--- config.mk ---
export PLATFORM = sky130hd
export DESIGN_NAME = reg5_serial_tx_flat
export DESIGN_NICKNAME = d
export VERILOG_FILES = /design/src/rtl/reg5_serial_tx_if.sv /design/src/rtl/reg5_serial_tx.sv /design/src/flat_wrapper.sv
export SDC_FILE = /design/constraint.sdc
export NUM_CORES = 1
export LEC_CHECK = 0
export CELL_PAD_IN_SITES_DETAIL_PLACEMENT = 0
export CELL_PAD_IN_SITES_GLOBAL_PLACEMENT = 1
export CORE_MARGIN = 3
export CORE_UTILIZATION = 38
export DETAILED_ROUTE_END_ITERATION = 12
export PLACE_DENSITY = 0.71
export SLEW_MARGIN = 20
export SYNTH_ARGS = -nofsm -noshare
export SYNTH_HDL_FRONTEND = slang
export SYNTH_SLANG_ARGS = --single-unit
--- constraint.sdc ---
create_clock -name Clock -period 1.7 [get_ports Clock]
set_clock_uncertainty 0.15 [all_clocks]
set_input_delay 0.425 -clock Clock [delete_from_list [all_inputs] [get_ports Clock]]
set_output_delay 0.425 -clock Clock [all_outputs]
set_load 0.01 [all_outputs]
--- src/rtl/reg5_serial_tx_if.sv ---
// Parallel-load / serial-line bundle for reg5_serial_tx.
//   Load   : request to send inData (taken only while Ready=1)
//   inData : DATA_W-bit word to frame and send
//   Ready  : transmitter idle, can accept Load
//   TxOut  : serial line, idles high
//   Done   : one-cycle pulse at frame completion
// master = word source (datapath side), slave = transmitter.
interface reg5_serial_tx_if #(
    parameter int DATA_W = 5
);
    logic              Load;
    logic [DATA_W-1:0] inData;
    logic              Ready;
    logic              TxOut;
    logic              Done;

    modport master (output Load, output inData, input Ready, input TxOut, input Done);
    modport slave  (input Load, input inData, output Ready, output TxOut, output Done);
endinterface

--- src/rtl/reg5_serial_tx.sv ---
// Framed serial transmitter for datapath words.
// Sends start bit (0), DATA_W data bits, stop bit (1); each line bit is held
// for CLKS_PER_BIT clocks. LSB_FIRST picks the data bit order.
// Ports:
//   Clock : system clock, rising edge
//   Clear : synchronous active-high reset, overrides everything
//   bus   : slave side of reg5_serial_tx_if (Load/inData in, Ready/TxOut/Done out)
// All outputs are registered.
module reg5_serial_tx #(
    parameter int DATA_W       = 5,
    parameter int CLKS_PER_BIT = 4,
    parameter bit LSB_FIRST    = 1'b1
) (
    input  logic                 Clock,
    input  logic                 Clear,
    reg5_serial_tx_if.slave      bus
);
    localparam int DIV_W = (CLKS_PER_BIT > 1) ? $clog2(CLKS_PER_BIT) : 1;
    localparam int CNT_W = (DATA_W > 1) ? $clog2(DATA_W) : 1;
    localparam logic [DIV_W-1:0] DIV_LAST = DIV_W'(CLKS_PER_BIT - 1);
    localparam logic [CNT_W-1:0] CNT_LAST = CNT_W'(DATA_W - 1);

    typedef enum logic [1:0] {IDLE, START, DATA, STOP} stateType;

    stateType          state;
    logic [DATA_W-1:0] shiftReg;
    logic [CNT_W-1:0]  bitCnt;
    logic [DIV_W-1:0]  divCnt;
    logic              txReg;
    logic              readyReg;
    logic              doneReg;

    // Next data bit to drive and the register after it has been consumed.
    logic              headBit;
    logic [DATA_W-1:0] shiftNext;

    always_comb begin
        headBit   = LSB_FIRST ? shiftReg[0] : shiftReg[DATA_W-1];
        shiftNext = LSB_FIRST ? (shiftReg >> 1) : (shiftReg << 1);
    end

    always_ff @(posedge Clock) begin
        if (Clear) begin
            state    <= IDLE;
            txReg    <= 1'b1;
            readyReg <= 1'b1;
            doneReg  <= 1'b0;
            shiftReg <= '0;
            bitCnt   <= '0;
            divCnt   <= '0;
        end else begin
            doneReg <= 1'b0;
            case (state)
                IDLE: begin
                    txReg <= 1'b1;
                    if (bus.Load) begin
                        shiftReg <= bus.inData;
                        state    <= START;
                        txReg    <= 1'b0;
                        readyReg <= 1'b0;
                        divCnt   <= '0;
                    end
                end
                START: begin
                    if (divCnt == DIV_LAST) begin
                        divCnt   <= '0;
                        bitCnt   <= '0;
                        state    <= DATA;
                        txReg    <= headBit;
                        shiftReg <= shiftNext;
                    end else begin
                        divCnt <= divCnt + 1'b1;
                    end
                end
                DATA: begin
                    if (divCnt == DIV_LAST) begin
                        divCnt <= '0;
                        if (bitCnt == CNT_LAST) begin
                            state <= STOP;
                            txReg <= 1'b1;
                        end else begin
                            bitCnt   <= bitCnt + 1'b1;
                            txReg    <= headBit;
                            shiftReg <= shiftNext;
                        end
                    end else begin
                        divCnt <= divCnt + 1'b1;
                    end
                end
                STOP: begin
                    if (divCnt == DIV_LAST) begin
                        divCnt   <= '0;
                        state    <= IDLE;
                        readyReg <= 1'b1;
                        doneReg  <= 1'b1;
                    end else begin
                        divCnt <= divCnt + 1'b1;
                    end
                end
                default: begin
                    state    <= IDLE;
                    txReg    <= 1'b1;
                    readyReg <= 1'b1;
                end
            endcase
        end
    end

    assign bus.TxOut = txReg;
    assign bus.Ready = readyReg;
    assign bus.Done  = doneReg;
endmodule

--- src/flat_wrapper.sv ---
// flat-port wrapper written by rule: the top's interface ports become plain ports
module reg5_serial_tx_flat 
#(
    parameter int DATA_W       = 5,
    parameter int CLKS_PER_BIT = 4,
    parameter bit LSB_FIRST    = 1'b1
)
  (Clock, Clear, bus_Load, bus_inData, bus_Ready, bus_TxOut, bus_Done);
  reg5_serial_tx_if #(.DATA_W(DATA_W)) bus_i ();
  input  logic Clock;
  input  logic Clear;
  input wire logic [$bits(bus_i.Load)-1:0] bus_Load;
  input wire logic [$bits(bus_i.inData)-1:0] bus_inData;
  output wire logic [$bits(bus_i.Ready)-1:0] bus_Ready;
  output wire logic [$bits(bus_i.TxOut)-1:0] bus_TxOut;
  output wire logic [$bits(bus_i.Done)-1:0] bus_Done;
  assign bus_i.Load = bus_Load;
  assign bus_i.inData = bus_inData;
  assign bus_Ready = bus_i.Ready;
  assign bus_TxOut = bus_i.TxOut;
  assign bus_Done = bus_i.Done;
  reg5_serial_tx #(.DATA_W(DATA_W), .CLKS_PER_BIT(CLKS_PER_BIT), .LSB_FIRST(LSB_FIRST)) u_core (.Clock(Clock), .Clear(Clear), .bus(bus_i));
endmodule
-- Word-level counts from Yosys, hierarchy flattened
Cells that the tools add are included.
- register bits after elaboration: 15
- input port bits: 8
- output and inout bits: 3
- logic and storage cells: 59
- add/subtract/negate cells: 2
- eq/ne operators: 11
- multiplexer cells: 27
- bitwise gates (word level): 1
- reductions and logical operators: 11
- operators with widths (cell ; number):
    $mux W5 ; 4
    $pmux W5 S3 ; 1
    $mux W2 ; 7
    $reduce_and A5 Y1 ; 2
    $mux W3 ; 3
    $ne A2 B1 Y1 const B ; 4
    $pmux W2 S4 ; 1
    $mux W1 ; 7
    $eq A2 B2 Y1 const B ; 3
    $pmux W3 S2 ; 1
    $reduce_and A3 Y1 ; 2
    $ne A2 B2 Y1 const B ; 2
    $pmux W2 S2 ; 1
    $reduce_and A4 Y1 ; 1
    $reduce_bool A2 Y1 ; 2
    $add A3 B1 Y3 const B ; 1
    $eq A3 B3 Y1 const B ; 1
    $pmux W1 S3 ; 1
    $reduce_bool A3 Y1 ; 1
    $reduce_or A3 Y1 ; 1
    $add A2 B1 Y2 const B ; 1
    $eq A2 B1 Y1 const B ; 1
    $logic_not A2 Y1 ; 1
    $pmux W1 S2 ; 1
    2 further kinds ; 2

-- Depth between registers and ports, before layout
- depth after elaboration: 4
- depth in mapped cells: 7
- depth with buffers taken out: 5

-- Worst setup path before layout
No wires, ideal clock.
- path type: reg2reg
- start: register u_core.state[0]
- end: register u_core.shiftReg[4]
- setup time: 0.072 ns
- data arrival time: 1.490 ns
- required time: 1.478 ns
- slack: -0.012 ns
- stages on the path, launching flop included: 8
- clock period less this slack: 1.712 ns
- path through: dfxtp_1 -> inv_1 -> ha_1 -> buf_6 -> o21bai_4 -> and4_1 -> buf_6 -> mux2i_1
- cells in the longest elaborated chain, start to end: 3
- elaborated cells between the ends (all ways): 10
- classes of those cells: 6 x eq/ne; 1 x mux; 3 x reduce/logical
- RTL lines (element ; line ; source):
    start: declaration ; reg5_serial_tx.sv:25 ; stateType state;
    start signal: assignment ; reg5_serial_tx.sv:44 ; state <= IDLE;
    start signal: assignment ; reg5_serial_tx.sv:58 ; state <= START;
    start signal: assignment ; reg5_serial_tx.sv:68 ; state <= DATA;
    $eq A2 B2 Y1 (tied with other cells) ; reg5_serial_tx.sv:53 ; case (state)
    $ne A2 B2 Y1 (no source line) (tied with other cells) ; n/a ;
    $reduce_and A5 Y1 (no source line) ; n/a ;
    end signal: assignment ; reg5_serial_tx.sv:57 ; shiftReg <= bus.inData;
    end signal: assignment ; reg5_serial_tx.sv:70 ; shiftReg <= shiftNext;
    end signal: assignment ; reg5_serial_tx.sv:84 ; shiftReg <= shiftNext;
    end: declaration ; reg5_serial_tx.sv:26 ; logic [DATA_W-1:0] shiftReg;
Parallel ways exist; a longest one is shown, timed or not.
A chain may end at the register's enable or synchronous reset.

-- Worst setup path after layout
- start: register u_core.state[0]
- end: register u_core.state[1]
- cells in the longest elaborated chain, start to end: 3
- elaborated cells between the ends (all ways): 11
- classes of those cells: 8 x eq/ne; 1 x mux; 2 x reduce/logical
- RTL lines (element ; line):
    $eq A2 B2 Y1 (tied with other cells) ; reg5_serial_tx.sv:53
    $ne A2 B1 Y1 (no source line) / $ne A2 B2 Y1 (equally long branches) ; n/a
    $reduce_and A5 Y1 (no source line) ; n/a
Parallel ways exist; a longest one is shown, timed or not.

==> out/metrics.cfg <==
[sta]
fmax_mhz = 622
tightest_slew_ns = 0.331
fin_setup_tns_ns = 0
fin_crit_sh_pct = 94.6
setup_violations = 0
hold_viol = 0
maxSlewViolCount = 0
period_needed_ns = 1.61
max_slew_margin_pct = 77.7
grt_setup_unrepaired = false
worst_slack_ns = 0.0910

[route]
wl_um = 2210
drt_iter0_drc = 10
drtAntennaViolNets = 0
dr.pass1.iters = 4
wire_per_inst_um = 14.1
drc = 0
vias_per_cell = 5.29
vias = 826

[min_path]
worstHoldPathCells = 2
hp-class = reg2reg

[cts]
htree_levels = 1
cts.clk_slew.worst_paths_ns = 0.09
root_buffer = clkbuf_4
cts_buffer_depth = 2
post-cts-setup-buffer-count = 0
worstSkewPairLatency_ns = 0.28
cts_tree = done
cts_made_buffers = 3
cts.hold.buffers_added = 0
cts_sinks = 15

[outcome]
status = complete, no violations

[setup_path]
critPathBufInv = 3
cp_top_family = buffers and inverters
cp.arrival_ns = 1.68
slowest_stage = dfxtp_1
crit_top_cell = buf_4
critPathRequiredTime_ns = 1.77
crit_cells = 7
path_max_fanout = 3
crit_chain = inv_1, buf_4, ha_1, nand2b_1, buf_4, o211a_4, mux2i_1
end_kind = flop
cpPeakStageDelay_ns = 0.34
path_class = reg2reg
cp-start-kind = flop
r2r_cells = 7

[place]
hpwl_um = 1710
place.gp.congestion = 0.764
placement.io_buffers = 10
place_area_sq_mm = 0.00122
dp.cells = 152
place_worst_setup_slack_ns = -0.191

[final_layout]
drive_gt1_share_pct = 31.3
area_delta_synth_final_pct = 32.4
fin_util_pct = 55.2
finalNonFillerCells = 156
antenna_cells = 0
fillers = 222
fin_nets = 147
fin_area_sq_mm = 0.00127

[logic_synthesis]
synthFlopType = dfxtp_1
netlist_instances = 99
yosys_warnings = 0
synth_cell_types = 32
synth_edf_count = 0
syn_avg_cell_area_sq_um = 9.67
syn_area_sq_um = 957
synth_seq_cells = 15
async_reset_ff_share_pct = 0
synth_nets = 117
synth-seq-area-share_pct = 31.4

[floorplanning]
fp-row-count = 17
core_area_sq_mm = 0.00230
pin_count = 11
die_area_sq_mm = 0.00316
dieWidth_um = 56.2
start_util_pct = 41.7
fp.dieH_um = 56.2

[power]
peakVddDrop_v = 0.00107
powerDensity_mw_per_mm2 = 1610
p_leak_nw = 0.530

[global_route]
grt_pass1_vias = 825
grt_max_degree = 11
grt.overflow.total = 0
grt_use_total_pct = 14.9
grt_first_pass_wirelength_um = 3760
antenna_found_initial = 0

[job]
drv_cap = 0

==> per-layer routing <==
metal	vias to the layer above	track usage [%]	part of all wire, %	routed length, um
met5	-	0	0	0
met4	0	4.07	1.4	31
met3	4	2.55	3.0	66
met2	15	26.4	49	1070
met1	391	18.2	47	1040
li1	416	-	-	-
==> power breakdown <==
part           total [mW]  switching, mW  internal (mW)
Clock               0.209          0.118         0.0911
Combinational        1.32          0.592          0.727
Sequential          0.518         0.0637          0.455
Total                2.05          0.773           1.27
==> cells by family (layout without fill, tap and decap cells) <==
| logic type | after synthesis | count (layout) | synth area share, % |
|---|---|---|---|
| AOI/OAI and AO/OA | 25 | 25 | 22.1 |
| adders and majority gates | 10 | 10 | 13.1 |
| buffers and inverters | 11 | 40 | 6.14 |
| DFF | 15 | 15 | 31.4 |
| muxes | 9 | 9 | 9.41 |
| and+or+nand+nor | 29 | 29 | 17.9 |
==> cells in the mapped netlist (all sizes together), types with 2 or more instances <==
master	count	share of area, %
a211oi	4	5.2
and3	2	1.4
nand3	5	3.9
a41oi	4	3.7
ha	10	13
nand2	9	3.5
buf	4	3.4
mux2i	9	9.4
nand2b	3	2.0
dfxtp	15	31
inv	6	2.4
nor2	3	1.2
nand3b	2	1.6
o21ai	4	2.1
a21oi	5	2.6
==> repair_timing <==
action	CTS	global route
hold endpoints to repair	0	0
pin swaps	0	2
resized for setup	7	6
setup endpoints to repair	9	11
==> metrics by stage <==
stage | total power, mW | hold slack [ns]
5_1_grt | 2.22 | 0.362
3_3_place_gp | 1.75 | 0.301
4_1_cts | 2.02 | 0.326
2_1_floorplan | 1.32 | 0.284
6_report | 2.05 | 0.322
3_5_place_dp | 1.79 | 0.312
==> path summary, 6_finish.rpt <==
| kind | start | slack [ns] | endpoint |
|---|---|---|---|
| worst max register to register | u_core.state[0] | 0.09 | u_core.state[1] |
| worst min register to register | u_core.shiftReg[4] | 0.32 | u_core.shiftReg[4] |
| worst min-delay path | u_core.shiftReg[4] | 0.32 | u_core.shiftReg[4] |
| worst max-delay path | u_core.state[0] | 0.09 | u_core.state[1] |
==> flip-flops by register name, indices dropped and copies added (netlist names) <==
signal            count
u_core.shiftReg       5
u_core.bitCnt         3
u_core.divCnt         2
u_core.state          2
u_core.bus.Done       1
u_core.bus.Ready      1
u_core.bus.TxOut      1
==> final cells by class <==
type                    instances  area [sq um]  area share [%]
inverters                       6          22.5            1.78
clock buffers                   4          26.3            2.07
well taps                      28          35.0            2.76
multi-input cells              73           619            48.9
repair buffers                 30           263            20.7
flip-flops and latches         15           302            23.8
==> worst register-to-register path, cell delays in order (launching register included) <==
cell and delay, ns:
dfxtp_1 0.34, inv_1 0.06, buf_4 0.14, ha_1 0.22, nand2b_1 0.16, buf_4 0.15
o211a_4 0.16, mux2i_1 0.16
==> placed cells by master (no fill, tap or decap) <==
cell,synthesis,final
a211oi_2,4,4
a21bo_2,1,1
a21boi_0,1,1
a21oi_1,5,4
a21oi_2,0,1
a32oi_1,1,1
a41oi_1,4,4
and3_1,1,1
and3_2,1,1
and3b_1,1,1
and4_4,0,1
and4bb_2,1,1
buf_12,0,1
buf_4,0,18
buf_6,2,1
clkbuf_1,1,1
clkbuf_4,0,3
clkdlybuf4s50_1,0,7
dfxtp_1,15,14
dfxtp_2,0,1
dlygate4sd2_1,0,3
ha_1,10,7
ha_2,0,3
inv_1,6,6
mux2i_1,9,9
nand2_1,9,9
nand2b_1,3,3
nand3_1,4,4
nand3_4,1,1
nand3b_1,2,2
nor2_1,3,3
nor3_1,1,1
o211a_4,0,1
o211ai_1,1,1
o21ai_0,4,4
o21ba_2,1,1
o21bai_4,1,1
o311ai_1,0,1
or3_1,1,1
Note: power is estimated with default switching activity, not from simulation.
